[src/rtl/ov7670_yuv_capture_pkg.sv]
// Shared types and constants for the OV7670 YUV422 capture block.
package ov7670_yuv_capture_pkg;

  localparam int CNT_W        = 10;
  localparam int H_ACTIVE_DEF = 640;
  localparam int V_ACTIVE_DEF = 480;

  typedef enum logic [1:0] {
    S_SYNC,
    S_SKIP,
    S_IDLE,
    S_CAPT
  } cap_state_e;

endpackage

[src/rtl/ov7670_yuv_capture_sync_edge.sv]
// Registers the sensor sync lines once and emits edge strobes relative to that copy.
module ov_sync_edge (
  input  logic clk_i,
  input  logic rst_i,
  input  logic href_i,
  input  logic vsync_i,
  output logic vs_rise_o,
  output logic vs_fall_o,
  output logic href_fall_o
);

  logic href_q;
  logic vsync_q;

  always_ff @(posedge clk_i) begin
    if (rst_i) begin
      href_q  <= 1'b0;
      vsync_q <= 1'b0;
    end else begin
      href_q  <= href_i;
      vsync_q <= vsync_i;
    end
  end

  assign vs_rise_o   = vsync_i & ~vsync_q;
  assign vs_fall_o   = ~vsync_i & vsync_q;
  assign href_fall_o = ~href_i & href_q;

endmodule

[src/rtl/ov7670_yuv_capture.sv]
// Pairs OV7670 YUV422 bytes into {chroma, Y} words with pixel/line indices and frame pulses.
// Define OV_LINE_CHECK_EN to add the sticky oLINE_ERR line-length monitor.
module ov7670_yuv_capture
  import ov7670_yuv_capture_pkg::*;
#(
  parameter int H_ACTIVE    = H_ACTIVE_DEF,
  parameter int V_ACTIVE    = V_ACTIVE_DEF,
  parameter int SKIP_FRAMES = 2
) (
  input  logic             iCLK,
  input  logic             iRST,
  input  logic [7:0]       iDATA,
  input  logic             iHREF,
  input  logic             iVSYNC,
  input  logic             iEN,
  output logic [15:0]      oYCbCr,
  output logic             oDVAL,
  output logic [CNT_W-1:0] oX,
  output logic [CNT_W-1:0] oY,
  output logic             oFRAME_START,
  output logic             oFRAME_DONE
`ifdef OV_LINE_CHECK_EN
  ,
  output logic             oLINE_ERR
`endif
);

  localparam logic [CNT_W-1:0] H_LIM   = CNT_W'(H_ACTIVE);
  localparam logic [CNT_W-1:0] V_LIM   = CNT_W'(V_ACTIVE);
  localparam logic [3:0]       SKIP_LD = 4'(SKIP_FRAMES);

  logic vs_rise;
  logic vs_fall;
  logic href_fall;

  ov_sync_edge u_sync_edge (
    .clk_i       (iCLK),
    .rst_i       (iRST),
    .href_i      (iHREF),
    .vsync_i     (iVSYNC),
    .vs_rise_o   (vs_rise),
    .vs_fall_o   (vs_fall),
    .href_fall_o (href_fall)
  );

  cap_state_e       state_q;
  logic [3:0]       skip_q;
  logic             phase_q;
  logic [7:0]       chroma_q;
  logic [CNT_W-1:0] word_cnt_q;
  logic [CNT_W-1:0] word_cnt_d;
  logic [CNT_W-1:0] line_cnt_q;
  logic             line_has_word_q;
  logic             frame_has_word_q;
  logic [15:0]      ycbcr_q;
  logic             dval_q;
  logic [CNT_W-1:0] x_q;
  logic [CNT_W-1:0] y_q;
  logic             start_q;
  logic             done_q;

  logic frame_go;
  logic pair_go;
  logic word_ok;

  assign frame_go   = (state_q == S_IDLE) && vs_fall && iEN;
  // A VSYNC rise aborts the line, so a pair completing on that edge is discarded.
  assign pair_go    = (state_q == S_CAPT) && iHREF && phase_q && !vs_rise;
  assign word_ok    = pair_go && (word_cnt_q < H_LIM) && (line_cnt_q < V_LIM);
  assign word_cnt_d = (word_cnt_q < H_LIM) ? word_cnt_q + 1'b1 : word_cnt_q;

  always_ff @(posedge iCLK) begin
    if (iRST) begin
      state_q          <= S_SYNC;
      skip_q           <= SKIP_LD;
      phase_q          <= 1'b0;
      chroma_q         <= 8'd0;
      word_cnt_q       <= '0;
      line_cnt_q       <= '0;
      line_has_word_q  <= 1'b0;
      frame_has_word_q <= 1'b0;
      ycbcr_q          <= 16'd0;
      dval_q           <= 1'b0;
      x_q              <= '0;
      y_q              <= '0;
      start_q          <= 1'b0;
      done_q           <= 1'b0;
    end else begin
      dval_q  <= 1'b0;
      start_q <= 1'b0;
      done_q  <= 1'b0;

      if (href_fall) begin
        phase_q         <= 1'b0;
        word_cnt_q      <= '0;
        x_q             <= '0;
        line_has_word_q <= 1'b0;
        if (state_q == S_CAPT && line_has_word_q) begin
          line_cnt_q <= line_cnt_q + 1'b1;
        end
      end

      case (state_q)
        S_SYNC: begin
          if (vs_rise) begin
            state_q <= (SKIP_FRAMES == 0) ? S_IDLE : S_SKIP;
            skip_q  <= SKIP_LD;
          end
        end
        S_SKIP: begin
          if (vs_rise) begin
            if (skip_q <= 4'd1) begin
              state_q <= S_IDLE;
            end else begin
              skip_q <= skip_q - 4'd1;
            end
          end
        end
        S_IDLE: begin
          if (frame_go) begin
            state_q          <= S_CAPT;
            start_q          <= 1'b1;
            line_cnt_q       <= '0;
            y_q              <= '0;
            frame_has_word_q <= 1'b0;
            line_has_word_q  <= 1'b0;
            phase_q          <= 1'b0;
            word_cnt_q       <= '0;
          end
        end
        S_CAPT: begin
          if (vs_rise) begin
            state_q    <= S_IDLE;
            done_q     <= frame_has_word_q;
            phase_q    <= 1'b0;
            word_cnt_q <= '0;
          end else if (iHREF) begin
            if (!phase_q) begin
              chroma_q <= iDATA;
              phase_q  <= 1'b1;
            end else begin
              phase_q    <= 1'b0;
              word_cnt_q <= word_cnt_d;
              if (word_ok) begin
                ycbcr_q          <= {chroma_q, iDATA};
                dval_q           <= 1'b1;
                x_q              <= word_cnt_q;
                y_q              <= line_cnt_q;
                line_has_word_q  <= 1'b1;
                frame_has_word_q <= 1'b1;
              end
            end
          end
        end
        default: state_q <= S_SYNC;
      endcase
    end
  end

  assign oYCbCr       = ycbcr_q;
  assign oDVAL        = dval_q;
  assign oX           = x_q;
  assign oY           = y_q;
  assign oFRAME_START = start_q;
  assign oFRAME_DONE  = done_q;

`ifdef OV_LINE_CHECK_EN
  // One extra bit lets the count saturate above H_ACTIVE so over-long lines are flagged.
  localparam logic [CNT_W:0] H_LEN = (CNT_W + 1)'(H_ACTIVE);

  logic [CNT_W:0] len_q;
  logic           line_err_q;

  always_ff @(posedge iCLK) begin
    if (iRST) begin
      len_q      <= '0;
      line_err_q <= 1'b0;
    end else begin
      if (frame_go) begin
        line_err_q <= 1'b0;
      end
      if (href_fall) begin
        len_q <= '0;
        if (state_q == S_CAPT && len_q != H_LEN) begin
          line_err_q <= 1'b1;
        end
      end else if (pair_go && len_q <= H_LEN) begin
        len_q <= len_q + 1'b1;
      end
    end
  end

  assign oLINE_ERR = line_err_q;
`endif

endmodule

[config.mk]
export PLATFORM = sky130hd
export DESIGN_NAME = ov7670_yuv_capture
export DESIGN_NICKNAME = d
export VERILOG_FILES = /design/src/rtl/ov7670_yuv_capture_pkg.sv /design/src/rtl/ov7670_yuv_capture_sync_edge.sv /design/src/rtl/ov7670_yuv_capture.sv
export SDC_FILE = /design/constraint.sdc
export NUM_CORES = 1
export LEC_CHECK = 0
export BUFFER_PORTS_ARGS = -buffer_cell sky130_fd_sc_hd__buf_2
export CAP_MARGIN = 20
export CORE_MARGIN = 1.5
export CORE_UTILIZATION = 60
export CTS_CLUSTER_DIAMETER = 150
export DETAILED_ROUTE_END_ITERATION = 16
export PLACE_DENSITY = 0.83
export RECOVER_POWER = 50
export SYNTH_ARGS = -nofsm -noshare
export SYNTH_HDL_FRONTEND = slang
export SYNTH_HIERARCHICAL = 1
export SYNTH_SLANG_ARGS = --single-unit
[constraint.sdc]
create_clock -name iCLK -period 2.65 [get_ports iCLK]
set_input_delay 0.53 -clock iCLK [delete_from_list [all_inputs] [get_ports iCLK]]
set_output_delay 0.53 -clock iCLK [all_outputs]
set_load 0.02 [all_outputs]
==> results of run 1 <==
[critical path, cell delays in order]
cell and delay, ps:
clkbuf_1 160, nor2b_1 160, clkbuf_1 510, a211oi_1 130, or2_2 350, o21bai_1 250, o32ai_1 140
[per-stage QoR]
stage	area, um2	util (%)	instances	worst slack [ps]	total power, mW
6_report	3720	71.1	492	580	2.14
5_1_grt	3720	71.1	492	402	2.21
4_1_cts	3780	72.2	492	665	2.16
3_5_place_dp	3580	68.4	476	465	1.29
3_3_place_gp	3580	68.4	476	522	1.28
2_1_floorplan	3330	-	368	657	1.26
[cells in the mapped netlist, types with 5 or more instances]
library cell	n
dfxtp_1	78
nand2_1	47
a21oi_1	37
nor2_1	29
nand3b_1	16
nand3_1	12
inv_1	11
mux2i_1	11
a22o_1	9
nor3_1	9
o21ai_0	9
buf_6	7
clkbuf_1	7
nor2b_1	7
nand4_1	5
[how the worst max path moves through the flow]
stage	start	end	slack, ps	cells after the start
after floorplan	iVSYNC	oX[5]$_SDFF_PP0_	660	7
after global placement	iVSYNC	oX[9]$_SDFF_PP0_	520	7
after detailed placement	iVSYNC	oX[4]$_SDFF_PP0_	460	7
after CTS	state_q[0]$_SDFFE_PP0P_	oX[4]$_SDFF_PP0_	670	5
after global routing	iHREF	word_cnt_q[0]$_SDFFE_PP0P_	400	7
final	iHREF	word_cnt_q[3]$_SDFFE_PP0P_	580	7
[kinds of logic (layout without fill, tap and decap cells)]
group / count (synthesis) / after routing / synth area share, %
buffers and inverters: 30 / 84 / 5.15
and+or+nand+nor: 155 / 155 / 24.8
muxes: 11 / 11 / 3.31
AOI/OAI and AO/OA: 82 / 82 / 16.2
adders and majority gates: 4 / 4 / 1.50
DFF: 78 / 78 / 47.0
xor gates and xnor gates: 8 / 8 / 2.11
[metal layers]
metal | vias to the layer above | share of wire, %
met5 | - | 0
met4 | 0 | 1.0
met3 | 8 | 4.3
met1 | 1296 | 46
li1 | 1402 | -
met2 | 74 | 49
[area by class of cell]
class	instances	area, um2	area share (%)
Multi-Input combinational cell	260	1590	42.8
Inverter	11	41.3	1.11
Tap cell	70	87.6	2.35
Sequential cell	78	1560	41.9
Clock buffer	10	128	3.43
Timing Repair Buffer	57	244	6.55
Clock inverter	6	68.8	1.85
[power by group]
| group | internal (mW) | switching, mW |
|---|---|---|
| Clock | 0.442 | 0.436 |
| Combinational | 0.0296 | 0.0459 |
| Sequential | 1.18 | 0.00702 |
| Total | 1.65 | 0.489 |
[sequential cells by signal, indices dropped and copies added, names as in the netlist, 2 cells and up]
register,flops
chroma_q,8
line_cnt_q,10
oX,10
oY,10
oYCbCr,16
skip_q,4
state_q,2
word_cnt_q,10
==> flow_summary.toml, run 1 <==
[clock_tree]
clk_path_buf_depth = 2
post_cts_buffers = 0
cts_hold_buffers = 0
clock_sinks = 78
cts-root-buf = "clkbuf_8"
cts_tree = "yes"
ctsResizeCount = 0
h-tree-depth = 3
clk_pin_slew_ps = 80
clock_latency_ps = 340
cts-buffers-inserted = 9

[timing]
slew_violations = 0
slew_headroom_pct = 20.4
tightestPinTransition_ps = 1190
min_period_ps = 2070
hold_viol_final = 0
fin_setup_tns_ps = 0
setup_viol = 0
fmax_mhz = 483
period_share_pct = 78.1
clock_skew_ps = 11.8
rsz0062_at_grt = "false"
hold-worst-slack_ps = 435

[worst_setup_path]
worst_r2r_path_depth = 5
cp_data_arrival_time_ps = 2230
reg2reg_to = "oX[4]$_SDFF_PP0_"
crit_required_ps = 2810
cp-start-kind = "input pin"
critPathMaxFanout = 16
path_class = "in2reg"
r2r_slack_ps = 640
r2r_start = "state_q[0]$_SDFFE_PP0P_"
worstSetupEndpointType = "flip-flop"

[worst_hold_path]
min_to = "oYCbCr[1]$_SDFFE_PP0P_"
holdCritPathClass = "in2reg"
min_path_cells = 3
worstHoldStart = "iDATA[1]"

[power_and_ir_drop]
p_leak_nw = 1.26
ir_drop_uv = 378
power_density_nw_per_um2 = 574

[finish]
fillers = 442
area_delta_synth_final_pct = 12.0
drive_gt1_share_pct = 10.7
layout_common_cells = "78 x dfxtp_1, 47 x nand2_1, 42 x clkbuf_1, 37 x a21oi_1, 29 x nor2_1"
finalNetCount = 434
layout_commonest_cell = "dfxtp_1"
n_antenna_cell = 0

[global_route]
grt_pass1_vias = 2631
grt_pass1_wl_mm = 12.0
grt_util_met2_pct = 41.3
met3_usage_pct = 5.06
grt_max_degree = 60
use_met1_pct = 31.1
antenna_found_initial = 0
grtUsageTotal_pct = 24.8
grt.busiest_layer = "met2"
grt.overflow.total = 0

[placement]
portBuffers = 51
place_congestion = 0.893
hpwl_mm = 4.79

[routing]
route.final.wire_length_mm = 7.05
drc = 0
drt_iter0_drc = 141
vias = 2780
viasPerCell = 5.65
drt.antenna.violating_nets = 0
wl_per_cell_um = 14.3
drt-pass1-iter-count = 4

[yosys]
synthCells = 368
syn_avg_cell_area_um2 = 9.04
synth_area_leaders = "dfxtp_1 47%, a21oi_1 5.6%, nand2_1 5.3%, nand3b_1 3.6%, mux2i_1 3.3%"
ys_ff_latch = 78
yosysTopAreaCellShare_pct = 47.0
synth_edf_count = 0
synthArstFlopShare_pct = 0
netlist_area_um2 = 3330
synth_top_cell_by_area = "dfxtp_1"
synth.distinct_cells = 56
ys_warn_count = 6
synth_top_flop_cell = "dfxtp_1"
yosysSeqAreaShare_pct = 47.0
syn_nets = 385

[floorplanning]
die_y_um = 77.5
die_w_um = 77.5
coreArea_um2 = 5240
dieArea_um2 = 6000
fp-row-count = 26
boundaryPins = 52
start_util_pct = 63.5

[outcome]
status = "complete, no violations"

[job]
max_cap_violations = 0
Power figures use the tool's default switching activity.
==> run 2: changes to the inputs <==
--- a/config.mk
+++ b/config.mk
@@ -8,10 +8,10 @@
 export BUFFER_PORTS_ARGS = -buffer_cell sky130_fd_sc_hd__buf_2
 export CAP_MARGIN = 20
 export CORE_MARGIN = 1.5
-export CORE_UTILIZATION = 60
+export CORE_UTILIZATION = 50
 export CTS_CLUSTER_DIAMETER = 150
 export DETAILED_ROUTE_END_ITERATION = 16
-export PLACE_DENSITY = 0.83
+export PLACE_DENSITY = 0.74
 export RECOVER_POWER = 50
 export SYNTH_ARGS = -nofsm -noshare
 export SYNTH_HDL_FRONTEND = slang
==> constraint.sdc (replaced) <==
create_clock -name iCLK -period 1.75 [get_ports iCLK]
set_input_delay 0.35 -clock iCLK [delete_from_list [all_inputs] [get_ports iCLK]]
set_output_delay 0.35 -clock iCLK [all_outputs]
set_load 0.02 [all_outputs]
==> flow_summary.toml, run 2 (same netlist as run 1, synthesis figures left out) <==
[worst_setup_path]
cp_data_arrival_time_ps = 1900
crit_required_ps = 1970
cp-start-kind = "flip-flop"
r2r_start = "line_cnt_q[8]$_SDFF_PP0_"
crit_path_start = "line_cnt_q[8]$_SDFF_PP0_"
worstSetupEndpointType = "flip-flop"
critPathMaxFanout = 27
path_class = "reg2reg"

[global_route]
grt_pass1_vias = 2831
antenna_found_initial = 0
grt.overflow.total = 0
grtUsageTotal_pct = 23.0
grt_pass1_wl_mm = 13.4
grt_max_degree = 34

[floorplanning]
die_y_um = 84.6
start_util_pct = 52.1
die_w_um = 84.6
fp-row-count = 29
boundaryPins = 52
dieArea_um2 = 7150
coreArea_um2 = 6390

[routing]
met3WireLength_um = 253
wl_met2_mm = 3.89
wl_met1_mm = 3.62
route.final.wire_length_mm = 7.82
drc = 0
top_layer_used = "met4"
vias = 2951
wl_per_cell_um = 14.8
drt_iter0_drc = 95
drt.antenna.violating_nets = 0
drt-pass1-iter-count = 4
viasPerCell = 5.58

[finish]
layout_common_cells = "74 x dfxtp_1, 47 x nand2_1, 40 x clkbuf_1, 37 x a21oi_1, 33 x buf_4"
register_area_um2 = 1570
fillers = 579
final_area_um2 = 4080
final_cells = 529
multi_input_area_um2 = 1610
layout_commonest_cell = "dfxtp_1"
largest_reg_flops = 16
n_antenna_cell = 0
area_delta_synth_final_pct = 22.6
finalNetCount = 464
drive_gt1_share_pct = 18.8

[placement]
place_congestion = 0.931
dpl_cell_area_um2 = 3840
hpwl_mm = 5.43
portBuffers = 51
place_inst = 513

[outcome]
status = "complete, no violations"

[clock_tree]
clock_sinks = 78
cts-buffers-inserted = 9
cts-root-buf = "clkbuf_8"
cts_tree = "yes"
h-tree-depth = 3
post_cts_buffers = 0
clock_latency_ps = 340
clk_path_buf_depth = 2
clk_pin_slew_ps = 80

[worst_hold_path]
worstHoldStart = "iDATA[7]"
holdCritPathClass = "in2reg"

[timing]
min_period_ps = 1680
clock_skew_ps = 12.5
rsz0062_at_grt = "true"
tightestPinTransition_ps = 361
setup_viol = 0
slew_headroom_pct = 75.7
fmax_mhz = 595
hold_viol_final = 0
period_share_pct = 96.1
slew_violations = 0

[power_and_ir_drop]
total_power_mw = 3.76
power_density_nw_per_um2 = 921
ir_drop_uv = 685
p_leak_nw = 1.48

[job]
max_cap_violations = 0
[run 2: layout make-up]
cell class	count	share of cell area, %
Sequential cell	78	38.4
Timing Repair Buffer	87	11.8
Inverter	11	1.01
Multi-Input combinational cell	260	39.6
Clock inverter	6	3.44
Tap cell	77	2.36
Clock buffer	10	3.38
[run 2: power by group]
part | switching (mW) | internal, mW | total (mW)
sequential | 0.00823 | 1.78 | 1.79
combinational | 0.0785 | 0.0572 | 0.136
clock | 0.687 | 1.15 | 1.83
total | 0.773 | 2.98 | 3.76
[run 2: metrics by stage]
step / TNS, ps / utilization (%) / hold WS (ps) / worst slack (ps)
after floorplan: 0 / - / 422 / 15.5
after global placement: -767 / 60.2 / 436 / -47.9
after detailed placement: -1160 / 60.2 / 438 / -75.3
after CTS: 0 / 64.5 / 241 / 13.2
after global routing: -2.18 / 63.9 / 255 / -2.18
final: 0 / 63.9 / 267 / 68.8
[run 2: what timing repair did]
action	4_1_cts	5_1_grt
resized for setup	0	6
setup endpoints to repair	0	19
hold buffers	0	0
[run 2: critical path, stage by stage (launching register included)]
cell and delay (ps):
dfxtp_2 320, a41o_1 290, or4_4 710, nand3b_1 160, a21oi_1 70
[run 2: path summary, 6_finish.rpt]
path,to,slack [ps],depth (start not counted)
worst min-delay path,oYCbCr[7]$_SDFFE_PP0P_,270,3
worst min register to register,oYCbCr[13]$_SDFFE_PP0P_,450,2
worst max-delay path,oX[2]$_SDFF_PP0_,70,4
worst max register to register,oX[2]$_SDFF_PP0_,70,4
[run 2: layer usage]
layer  up-vias  global-route usage (%)
met4         0                    7.04
met2        50                    38.5
met5         -                       0
met3         4                    5.41
li1       1460                       -
met1      1437                    29.7
